### src/rtl/rom_controller_pkg.sv
// Shared definitions for the flash word-read controller: state encodings,
// default geometry, and the wait-counter width helper.
package rom_controller_pkg;

  typedef enum logic [1:0] {
    RC_IDLE  = 2'd0,
    RC_RD_LO = 2'd1,
    RC_RD_HI = 2'd2
  } rc_state_e;

  localparam int RC_ROM_ADDR    = 23;
  localparam int RC_FLASH_ADDR  = 24;
  localparam int RC_WAIT_CYCLES = 4;

  // A single-cycle wait still needs a one-bit counter to exist.
  function automatic int rc_cnt_width(input int wait_cycles);
    return (wait_cycles > 1) ? $clog2(wait_cycles) : 1;
  endfunction

endpackage

### src/rtl/rom_wait_timer.sv
// Loadable down-counter that paces each flash byte access; zero marks the
// edge on which the byte is sampled.
module rom_wait_timer
  import rom_controller_pkg::*;
#(
  parameter int WAIT_CYCLES = RC_WAIT_CYCLES
) (
  input  logic clk,
  input  logic rst,
  input  logic load,
  output logic zero
);

  localparam int            CW     = rc_cnt_width(WAIT_CYCLES);
  localparam logic [CW-1:0] RELOAD = CW'(WAIT_CYCLES - 1);

  logic [CW-1:0] count_q, count_d;

  always_comb begin
    count_d = count_q;
    if (load) begin
      count_d = RELOAD;
    end else if (count_q != '0) begin
      count_d = count_q - CW'(1);
    end
  end

  always_ff @(posedge clk or posedge rst) begin
    if (rst) begin
      count_q <= '0;
    end else begin
      count_q <= count_d;
    end
  end

  assign zero = (count_q == '0);

endmodule

### src/rtl/rom_controller.sv
// Fetches one word from an 8-bit NOR flash as two timed byte reads (even
// byte first) and hands it to the dma with a one-cycle ready strobe.
module rom_controller
  import rom_controller_pkg::*;
#(
  parameter int WIDTH       = 16,
  parameter int ROM_ADDR    = RC_ROM_ADDR,
  parameter int FLASH_ADDR  = RC_FLASH_ADDR,
  parameter int WAIT_CYCLES = RC_WAIT_CYCLES
) (
  input  logic                  clk,
  input  logic                  rst,
  input  logic [ROM_ADDR-1:0]   addr,
  input  logic                  load,
  output logic [WIDTH-1:0]      data,
  output logic                  ready,
  output logic                  busy,
  output logic [FLASH_ADDR-1:0] flash_addr,
  input  logic [7:0]            flash_data,
  output logic                  flash_ce_n,
  output logic                  flash_oe_n,
  output logic                  flash_we_n
);

  rc_state_e             state_q, state_d;
  logic [WIDTH-1:0]      data_q, data_d;
  logic                  ready_q, ready_d;
  logic                  busy_q, busy_d;
  logic [FLASH_ADDR-1:0] flash_addr_q, flash_addr_d;
  logic                  ce_n_q, ce_n_d;
  logic                  oe_n_q, oe_n_d;
  logic [7:0]            lo_q, lo_d;
  logic                  timer_load;
  logic                  timer_zero;

  rom_wait_timer #(
    .WAIT_CYCLES(WAIT_CYCLES)
  ) u_wait_timer (
    .clk  (clk),
    .rst  (rst),
    .load (timer_load),
    .zero (timer_zero)
  );

  always_comb begin
    state_d      = state_q;
    data_d       = data_q;
    ready_d      = 1'b0;
    flash_addr_d = flash_addr_q;
    ce_n_d       = ce_n_q;
    oe_n_d       = oe_n_q;
    lo_d         = lo_q;
    timer_load   = 1'b0;

    unique case (state_q)
      RC_IDLE: begin
        ce_n_d = 1'b1;
        oe_n_d = 1'b1;
        if (load) begin
          flash_addr_d = FLASH_ADDR'({addr, 1'b0});
          ce_n_d       = 1'b0;
          oe_n_d       = 1'b0;
          timer_load   = 1'b1;
          state_d      = RC_RD_LO;
        end
      end
      RC_RD_LO: begin
        if (timer_zero) begin
          lo_d            = flash_data;
          flash_addr_d[0] = 1'b1;
          timer_load      = 1'b1;
          state_d         = RC_RD_HI;
        end
      end
      RC_RD_HI: begin
        if (timer_zero) begin
          data_d  = WIDTH'({flash_data, lo_q});
          ready_d = 1'b1;
          ce_n_d  = 1'b1;
          oe_n_d  = 1'b1;
          state_d = RC_IDLE;
        end
      end
      default: begin
        ce_n_d  = 1'b1;
        oe_n_d  = 1'b1;
        state_d = RC_IDLE;
      end
    endcase

    // Registered so busy lines up exactly with the state it reports.
    busy_d = (state_d != RC_IDLE);
  end

  always_ff @(posedge clk or posedge rst) begin
    if (rst) begin
      state_q      <= RC_IDLE;
      data_q       <= '0;
      ready_q      <= 1'b0;
      busy_q       <= 1'b0;
      flash_addr_q <= '0;
      ce_n_q       <= 1'b1;
      oe_n_q       <= 1'b1;
      lo_q         <= '0;
    end else begin
      state_q      <= state_d;
      data_q       <= data_d;
      ready_q      <= ready_d;
      busy_q       <= busy_d;
      flash_addr_q <= flash_addr_d;
      ce_n_q       <= ce_n_d;
      oe_n_q       <= oe_n_d;
      lo_q         <= lo_d;
    end
  end

  assign data       = data_q;
  assign ready      = ready_q;
  assign busy       = busy_q;
  assign flash_addr = flash_addr_q;
  assign flash_ce_n = ce_n_q;
  assign flash_oe_n = oe_n_q;
  assign flash_we_n = 1'b1;

endmodule

### config.mk
export PLATFORM = sky130hd
export DESIGN_NAME = rom_controller
export DESIGN_NICKNAME = d
export VERILOG_FILES = /design/src/rtl/rom_controller_pkg.sv /design/src/rtl/rom_wait_timer.sv /design/src/rtl/rom_controller.sv
export SDC_FILE = /design/constraint.sdc
export NUM_CORES = 1
export LEC_CHECK = 0
export ABC_AREA = 1
export CAP_MARGIN = 20
export CORE_ASPECT_RATIO = 0.5
export CORE_UTILIZATION = 47
export DETAILED_ROUTE_END_ITERATION = 12
export PLACE_DENSITY = 0.85
export SKIP_CTS_REPAIR_TIMING = 1
export SLEW_MARGIN = 25
export SYNTH_ARGS = -nofsm -noshare
export SYNTH_HDL_FRONTEND = slang
export SYNTH_SLANG_ARGS = --single-unit
### constraint.sdc
create_clock -name clk -period 4.98 [get_ports clk]
set_clock_uncertainty 0.2 [all_clocks]
set_input_delay 1.245 -clock clk [delete_from_list [all_inputs] [get_ports clk]]
set_output_delay 1.245 -clock clk [all_outputs]
set_load 0.01 [all_outputs]
==> results.cfg, run 1 <==
[worst_setup_path]
arrival_ns = 1.38
worstReg2RegStart = state_q[1]$_DFF_PP0_
cp_cell_sequence = clkdlybuf4s50_1
timing.critical_path.from = flash_oe_n$_DFFE_PP1P_
rr_worst_depth = 5
worst_path_dominant_cell_family = flip-flops
crit_end = flash_ce_n
crit_fanout = 3
cpPeakStageDelay_ns = 0.55
endpoint_kind = output pin
crit_buf_inv = 1
crit_slowest_cell = dfstp_2
start_kind = register
crit_type = register to output pin
cp.depth = 1
crit_required_ns = 3.53
regToRegSetupSlack_ns = 3.16
r2r_end = flash_addr[4]$_DFFE_PP0P_

[synth]
synthArstFlopShare = 1.000
syn-cell-area_um2 = 2178
synth_most_common_cell = nand2_1
ys_dominant_reg_cell = dfrtp_1
synthCells = 228
ys_warn_count = 0
synthTopCellsByArea = dfrtp_1 (62%), nand2_1 (19%), o21ai_0 (3.4%)
syn-num-nets = 264
ys_ff_latch = 55
synthTopCellsByCount = nand2_1 (113), dfrtp_1 (54), o21ai_0 (15)
synth_edf_count = 0
synth_sequential_area_ratio = 0.6324
syn_area_per_cell_um2 = 9.554
ys_types = 21
yosysTopAreaCell = dfrtp_1
synth_top_area_share = 0.6203

[sta]
finalCriticalPeriod_ns = 2.820
relSlewSlack = 0.5717
setup_violations = 0
worst_pin_slew_ns = 0.6425
timing_hold_violations_final = 0
rsz0062_at_grt = no
slew_viol_final = 0
setup-tns-final_ns = 0
hold_ws_ns = 0.2728
setup_ws_ns = 2.160
max_freq_ghz = 0.3546
post-route-period-util = 0.5663

[global_routing]
grt_use_total = 0.1963
grt_max_degree = 56
grt_overflow_total = 0
first_global_vias = 1702
grt_pass1_wl_um = 7438
antenna_found_initial = 0

[detailed_routing]
routed_wl_um = 4424
drc = 0
wl_per_cell_um = 12.29
detail-route-antenna-nets = 0
firstDrtPassIters = 6
drt_iter0_drc = 69
route.vias.total = 1710
via_per_inst = 4.750

[run_status]
status = finished clean

[finish]
stdcell_area_um2 = 3040
areaGrowthSynthToFinish_pct = 39.58
fillers = 336
num-nets-final = 338
drive_above_1_share = 0.06271
final_core_util = 0.6872
antenna_cells = 0
final_cells = 360

[placement]
dpl_cell_area_um2 = 2923
post-place-ws_ns = 2.043
dp_cells = 352
port_buffers = 77
dp_hpwl_um = 3084
finalWeightedCongestion = 0.7120

[clock_tree]
numClockSinks = 55
clk_path_buf_depth = 2
worst_skew_pair.late_latency_ns = 0.31
clkTransAtPathRegs_ns = 0.08
htree_levels = 2
cts_buffers = 5
cts-root-buf = clkbuf_8
cts_tree = done

[floorplanning]
chipHeight_um = 50.14
die_area_um2 = 4928
chipWidth_um = 98.28
core_area_um2 = 4424
placementRows = 17
start_util = 0.4924
io-pin-count = 79

[power]
design_power_total_mw = 1.908
powerDensity_nw_per_um2 = 627.6
p_leak_nw = 1.516
peakVddDrop_uv = 265.8

[job]
cap_violations = 0

[hold_path]
hold_path.class = register to register
==> per-layer routing <==
| layer | up-vias | share of wire | track usage |
|---|---|---|---|
| met5 | - | 0 | 0 |
| met1 | 818 | 0.43 | 0.2346 |
| met2 | 49 | 0.51 | 0.3509 |
| li1 | 834 | - | - |
| met4 | 0 | 0.016 | 0.07711 |
| met3 | 9 | 0.044 | 0.04735 |
==> report_power, final <==
| group | leakage, nW | internal, mW | total, mW | switching [mW] |
|---|---|---|---|---|
| clock network | 0.0612 | 0.163 | 0.300 | 0.138 |
| registers | 0.668 | 0.666 | 0.793 | 0.127 |
| logic | 0.787 | 0.432 | 0.815 | 0.383 |
==> registers in the layout, indices dropped and copies added (netlist names) <==
signal                cells
ready                     1
flash_oe_n                1
u_wait_timer.count_q      2
data                     16
lo_q                      8
flash_addr               24
state_q                   2
busy                      1
==> area by class of cell <==
cell class | count | area, µm² | share of cell area
Multi-Input combinational cell | 147 | 640.6 | 0.2107
Sequential cell | 55 | 1378 | 0.4531
Tap cell | 57 | 71.32 | 0.02346
Clock buffer | 6 | 82.58 | 0.02716
Timing Repair Buffer | 77 | 770.7 | 0.2535
Inverter | 16 | 62.56 | 0.02058
Clock inverter | 2 | 35.03 | 0.01152
==> kinds of logic after synthesis <==
logic type | synth area share
DFF | 0.6324
other | 0.001721
buffers and inverters | 0.07352
AOI/OAI and AO/OA | 0.04365
and+or+nand+nor | 0.2332
xor gates and xnor gates | 0.004021
adders and majority gates | 0.01149
==> worst min-delay path by stage <==
stage,startpoint,to,cells past startpoint
floorplan,lo_q[0]$_DFFE_PP0P_,data[0]$_DFFE_PP0P_,2
global placement,lo_q[5]$_DFFE_PP0P_,data[5]$_DFFE_PP0P_,2
detailed placement,lo_q[4]$_DFFE_PP0P_,data[4]$_DFFE_PP0P_,2
CTS,flash_oe_n$_DFFE_PP1P_,flash_oe_n$_DFFE_PP1P_,2
global route,lo_q[4]$_DFFE_PP0P_,data[4]$_DFFE_PP0P_,2
finish,flash_oe_n$_DFFE_PP1P_,flash_oe_n$_DFFE_PP1P_,2
==> layout by cell type (no fill, tap or decap), types with 2 or more instances in the layout <==
master           instances
o21ai_0                 15
nand3_1                  4
nand2_2                  3
o21ai_1                  3
clkbuf_8                 6
inv_2                    3
nand2_1                113
ha_1                     2
nand3_4                  2
dfrtp_1                 54
inv_1                   12
clkdlybuf4s50_1         77
==> worst register-to-register path, cell delays in order, from the launching register on <==
cell	delay, ns
dfrtp_1	0.45
nor2_2	0.16
nand2_2	0.32
inv_2	0.44
nand2_1	0.12
nand2_1	0.07
Note: power is estimated with default switching activity, not from simulation.
==> inputs of run 2 (changes only) <==
- CORE_UTILIZATION: 47 -> 40
- PLACE_DENSITY: 0.85 -> 0.77
- clock period: 4.98 -> 2.5 ns (I/O delays scaled with it)
==> run 2 against run 1 <==
Cell count is 4.4% higher. Register-to-register slack lost 2.2 ns. Largest cell class unchanged. Combinational power up 99%. Flip-flop and latch count unchanged. Power grew 96%. Die area is 17% higher. Global-route usage is 2.9 points lower. Non-clock buffer count increased by 3. Hold slack better by 0.0059 ns. Critical path depth stayed put. Clock power up 79%. Count of clock-buffer cells in the layout grew 1.
==> results.cfg, run 2 (synthesized netlist as in run 1, its figures left out) <==
[worst_setup_path]
cpPeakStageDelay_ns = 0.55
worst_path_dominant_cell_family = flip-flops
crit_type = register to output pin
cp.depth = 1
crit_required_ns = 1.67
timing.critical_path.from = flash_oe_n$_DFFE_PP1P_
r2r_end = data[5]$_DFFE_PP0P_
regToRegSetupSlack_ns = 0.92
endpoint_kind = output pin
crit_buf_inv = 1
crit_fanout = 3
rr_worst_depth = 6
crit_slowest_cell = dfstp_2
crit_end = flash_oe_n
start_kind = register
worstReg2RegStart = u_wait_timer.count_q[0]$_DFFE_PP0P_
arrival_ns = 1.39
cp_cell_sequence = clkdlybuf4s50_1

[sta]
finalCriticalPeriod_ns = 2.211
rsz0062_at_grt = no
slew_viol_final = 0
setup_ws_ns = 0.2893
max_freq_ghz = 0.4523
post-route-period-util = 0.8843
setup-tns-final_ns = 0
setup_violations = 0
worst_pin_slew_ns = 0.5000
timing_hold_violations_final = 0
relSlewSlack = 0.6662

[detailed_routing]
route.vias.total = 1688
firstDrtPassIters = 4
via_per_inst = 4.489
detail-route-antenna-nets = 0
wl_per_cell_um = 12.09
routed_wl_um = 4547
drc = 0
drt_iter0_drc = 75

[finish]
num-nets-final = 341
drive_above_1_share = 0.07190
final_cells = 376
final_common_cell = nand2_1
antenna_cells = 0
areaGrowthSynthToFinish_pct = 41.18
final_cell_mix = nand2_1 (113), clkdlybuf4s50_1 (77), dfrtp_1 (54)
stdcell_area_um2 = 3075
largest_register_ffs = 24
fillers = 464

[hold_path]
hold_path.class = register to register

[global_routing]
grt_overflow_total = 0
first_global_vias = 1681
grt_pass1_wl_um = 7293
antenna_found_initial = 0
grt_max_degree = 26
grt_use_total = 0.1669

[floorplanning]
placementRows = 18
die_area_um2 = 5763
chipWidth_um = 106.4
core_area_um2 = 5090
io-pin-count = 79
start_util = 0.4280
chipHeight_um = 54.18

[placement]
dpl_cell_area_um2 = 2972
port_buffers = 77
dp_hpwl_um = 3359
post-place-ws_ns = 0.4189
dp_cells = 368
finalWeightedCongestion = 0.7142

[clock_tree]
clk_path_buf_depth = 2
numClockSinks = 55
clkTransAtPathRegs_ns = 0.10
worst_skew_pair.late_latency_ns = 0.31
htree_levels = 2
cts_buffers = 5
cts_tree = done
cts-root-buf = clkbuf_8

[power]
p_leak_nw = 1.524
p_int_mw = 2.449
p_seq_frac = 0.423
combPwrFrac = 0.433
switchingPower_mw = 1.299
switching_share = 0.3466
peakVddDrop_uv = 525.6
powerDensity_nw_per_um2 = 1219
clkPwrFrac = 0.144
design_power_total_mw = 3.748

[job]
cap_violations = 0

[run_status]
status = finished clean
[run 2: layout make-up]
cell class	instances	area (µm²)	area share
multi-input cells	147	640.6	0.2083
inverters	16	60.06	0.01953
repair buffers	80	805.8	0.2620
clock buffers	7	96.34	0.03133
clock inverters	1	7.507	0.002441
well taps	70	87.58	0.02848
flip-flops and latches	55	1378	0.4479
[run 2: routing by layer]
| metal | vias to the layer above | track usage | share of wire |
|---|---|---|---|
| met2 | 36 | 0.3030 | 0.50 |
| met3 | 6 | 0.04237 | 0.033 |
| met4 | 0 | 0.06019 | 0.010 |
| met1 | 801 | 0.1991 | 0.46 |
| li1 | 845 | - | - |
| met5 | - | 0 | 0 |
[run 2: per-stage QoR]
| step | util | hold slack (ns) |
|---|---|---|
| finish | 0.6042 | 0.2788 |
| global route | 0.6042 | 0.3073 |
| CTS | 0.6042 | 0.2830 |
| detailed placement | 0.5838 | 0.2583 |
| global placement | 0.5838 | 0.2534 |
| floorplan | - | 0.2422 |
[run 2: worst min path at each step]
stage	from	slack, ns	cells after the start	end
final	lo_q[0]$_DFFE_PP0P_	0.28	2	data[0]$_DFFE_PP0P_
after detailed placement	lo_q[0]$_DFFE_PP0P_	0.26	2	data[0]$_DFFE_PP0P_
after CTS	lo_q[0]$_DFFE_PP0P_	0.28	2	data[0]$_DFFE_PP0P_
after global placement	lo_q[7]$_DFFE_PP0P_	0.25	2	data[7]$_DFFE_PP0P_
after global routing	flash_oe_n$_DFFE_PP1P_	0.31	2	flash_oe_n$_DFFE_PP1P_
after floorplan	lo_q[0]$_DFFE_PP0P_	0.24	2	data[0]$_DFFE_PP0P_
[run 2: power groups by stage]
stage                     Sequential [mW]  Combinational, mW  Clock (mW)
after floorplan                      1.73              0.679           0
after global placement               1.59               1.59           0
after detailed placement             1.60               1.64           0
after CTS                            1.59               1.65       0.552
after global routing                 1.63               1.80       0.583
final                                1.59               1.62       0.538
==> inputs of run 3 (changes only) <==
==> constraint.sdc (replaced) <==
create_clock -name clk -period 2.5 [get_ports clk]
set_clock_uncertainty 0.2 [all_clocks]
set_input_delay 0.625 -clock clk [delete_from_list [all_inputs] [get_ports clk]]
set_output_delay 0.625 -clock clk [all_outputs]
set_load 0.02 [all_outputs]
==> run 3 against run 2 <==
Cell count unchanged. Power up 9.0%. Setup slack worse by 0.076 ns. Via count down 0.71%. Largest cell class unchanged. Global-route usage down 0.71 points. Die area unchanged. Non-clock buffer count unchanged. Critical path type unchanged. Hold slack better by 0.0018 ns. Maximum frequency down 3.3%. Sequential share of layout area down 0.16 points. Design area up 0.37%.
==> results.cfg, run 3 (synthesized netlist as in run 1, its figures left out) <==
[run_status]
status = finished clean

[worst_setup_path]
endpoint_kind = output pin
arrival_ns = 1.46
cp_cell_sequence = clkdlybuf4s50_1
crit_buf_inv = 1
crit_slowest_cell = clkdlybuf4s50_1
start_kind = register
crit_type = register to output pin
crit_fanout = 3
crit_required_ns = 1.67
worst_path_dominant_cell_family = buffers and inverters
cpPeakStageDelay_ns = 0.60

[detailed_routing]
dr_wl_met2_um = 2399
detail-route-antenna-nets = 0
wl_per_cell_um = 12.33
route.vias.total = 1676
firstDrtPassIters = 4
via_per_inst = 4.457
wl_met1_um = 2013
drt_iter0_drc = 91
routed_wl_um = 4636
top_layer_used = met4
met3WireLength_um = 179
drc = 0

[clock_tree]
numClockSinks = 55
htree_levels = 2
clk_path_buf_depth = 2
cts-root-buf = clkbuf_8
cts_tree = done
cts_buffers = 5
worst_skew_pair.late_latency_ns = 0.31
clkTransAtPathRegs_ns = 0.10

[finish]
areaGrowthSynthToFinish_pct = 41.70
ff_latch_area_um2 = 1378
antenna_cells = 0
final_core_util = 0.6064
multiInputGateArea_um2 = 640.6
drive_above_1_share = 0.07190
num-nets-final = 341
fillers = 441
largest_register_ffs = 24
final_cell_mix = nand2_1 (113), clkdlybuf4s50_1 (77), dfrtp_1 (54)
final_common_cell = nand2_1

[power]
p_leak_nw = 1.528
powerDensity_nw_per_um2 = 1324
peakVddDrop_uv = 540.3

[sta]
post-route-period-util = 0.9146
timing_hold_violations_final = 0
setup-tns-final_ns = 0
max_freq_ghz = 0.4373
finalCriticalPeriod_ns = 2.287
slew_viol_final = 0
rsz0062_at_grt = no
setup_violations = 0

[global_routing]
first_global_vias = 1609
grt_overflow_total = 0
antenna_found_initial = 0
grt_max_degree = 31
grt_pass1_wl_um = 6975
grt_use_total = 0.1599

[floorplanning]
chipHeight_um = 54.18
start_util = 0.4280
placementRows = 18
die_area_um2 = 5763
chipWidth_um = 106.4
core_area_um2 = 5090
io-pin-count = 79

[placement]
port_buffers = 77
finalWeightedCongestion = 0.7401
dp_hpwl_um = 3263

[hold_path]
hold_path.class = register to register

[job]
cap_violations = 0
[run 3: per-stage QoR]
stage                     power, mW  std cells  hold slack, ns  cell area, µm²  setup slack (ns)
after floorplan               2.665        228          0.2422            2178            0.3337
after global placement        3.439        368          0.2547            2972            0.5402
after detailed placement      3.503        368          0.2568            2972            0.4776
after CTS                     4.113        376          0.2827            3087            0.2003
after global routing          4.348        376          0.3036            3087            0.1658
final                         4.086        376          0.2806            3087            0.2134
[run 3: worst reg2reg max path, cell delays in order (launching register included)]
cell and delay (ns):
dfrtp_1 0.40, inv_1 0.09, ha_1 0.22, nand3_4 0.25
inv_2 0.23, nand2_1 0.08, nand2_1 0.06
[run 3: routing by layer]
layer  up-vias  GRT usage
li1        845          -
met1       783     0.1932
met2        42     0.2922
met3         6    0.03632
met4         0    0.05324
met5         -          0
[run 3: path summary, 6_finish.rpt]
| kind | from | to | slack (ns) | depth (start not counted) |
|---|---|---|---|---|
| setup / recovery | flash_oe_n$_DFFE_PP1P_ | flash_ce_n | 0.21 | 1 |
| hold / removal | lo_q[6]$_DFFE_PP0P_ | data[6]$_DFFE_PP0P_ | 0.28 | 2 |
| setup reg to reg | u_wait_timer.count_q[0]$_DFFE_PP0P_ | data[2]$_DFFE_PP0P_ | 0.93 | 6 |
| hold reg to reg | lo_q[6]$_DFFE_PP0P_ | data[6]$_DFFE_PP0P_ | 0.28 | 2 |
| max in group asynchronous | rst | flash_oe_n$_DFFE_PP1P_ | 1.19 | 3 |
| min in group asynchronous | rst | lo_q[2]$_DFFE_PP0P_ | 0.38 | 2 |
[run 3: final cells by class]
type,instances,share of cell area
clock buffers,5,0.02229
clock inverters,3,0.01500
inverters,16,0.01946
multi-input cells,147,0.2075
flip-flops and latches,55,0.4463
well taps,70,0.02837
repair buffers,80,0.2610
[run 3: where the power goes]
| group | switching [mW] | leakage (nW) | internal [mW] | total, mW |
|---|---|---|---|---|
| sequential | 0.258 | 0.668 | 1.33 | 1.58 |
| clock | 0.305 | 0.0548 | 0.302 | 0.608 |
| combinational | 1.02 | 0.806 | 0.872 | 1.89 |
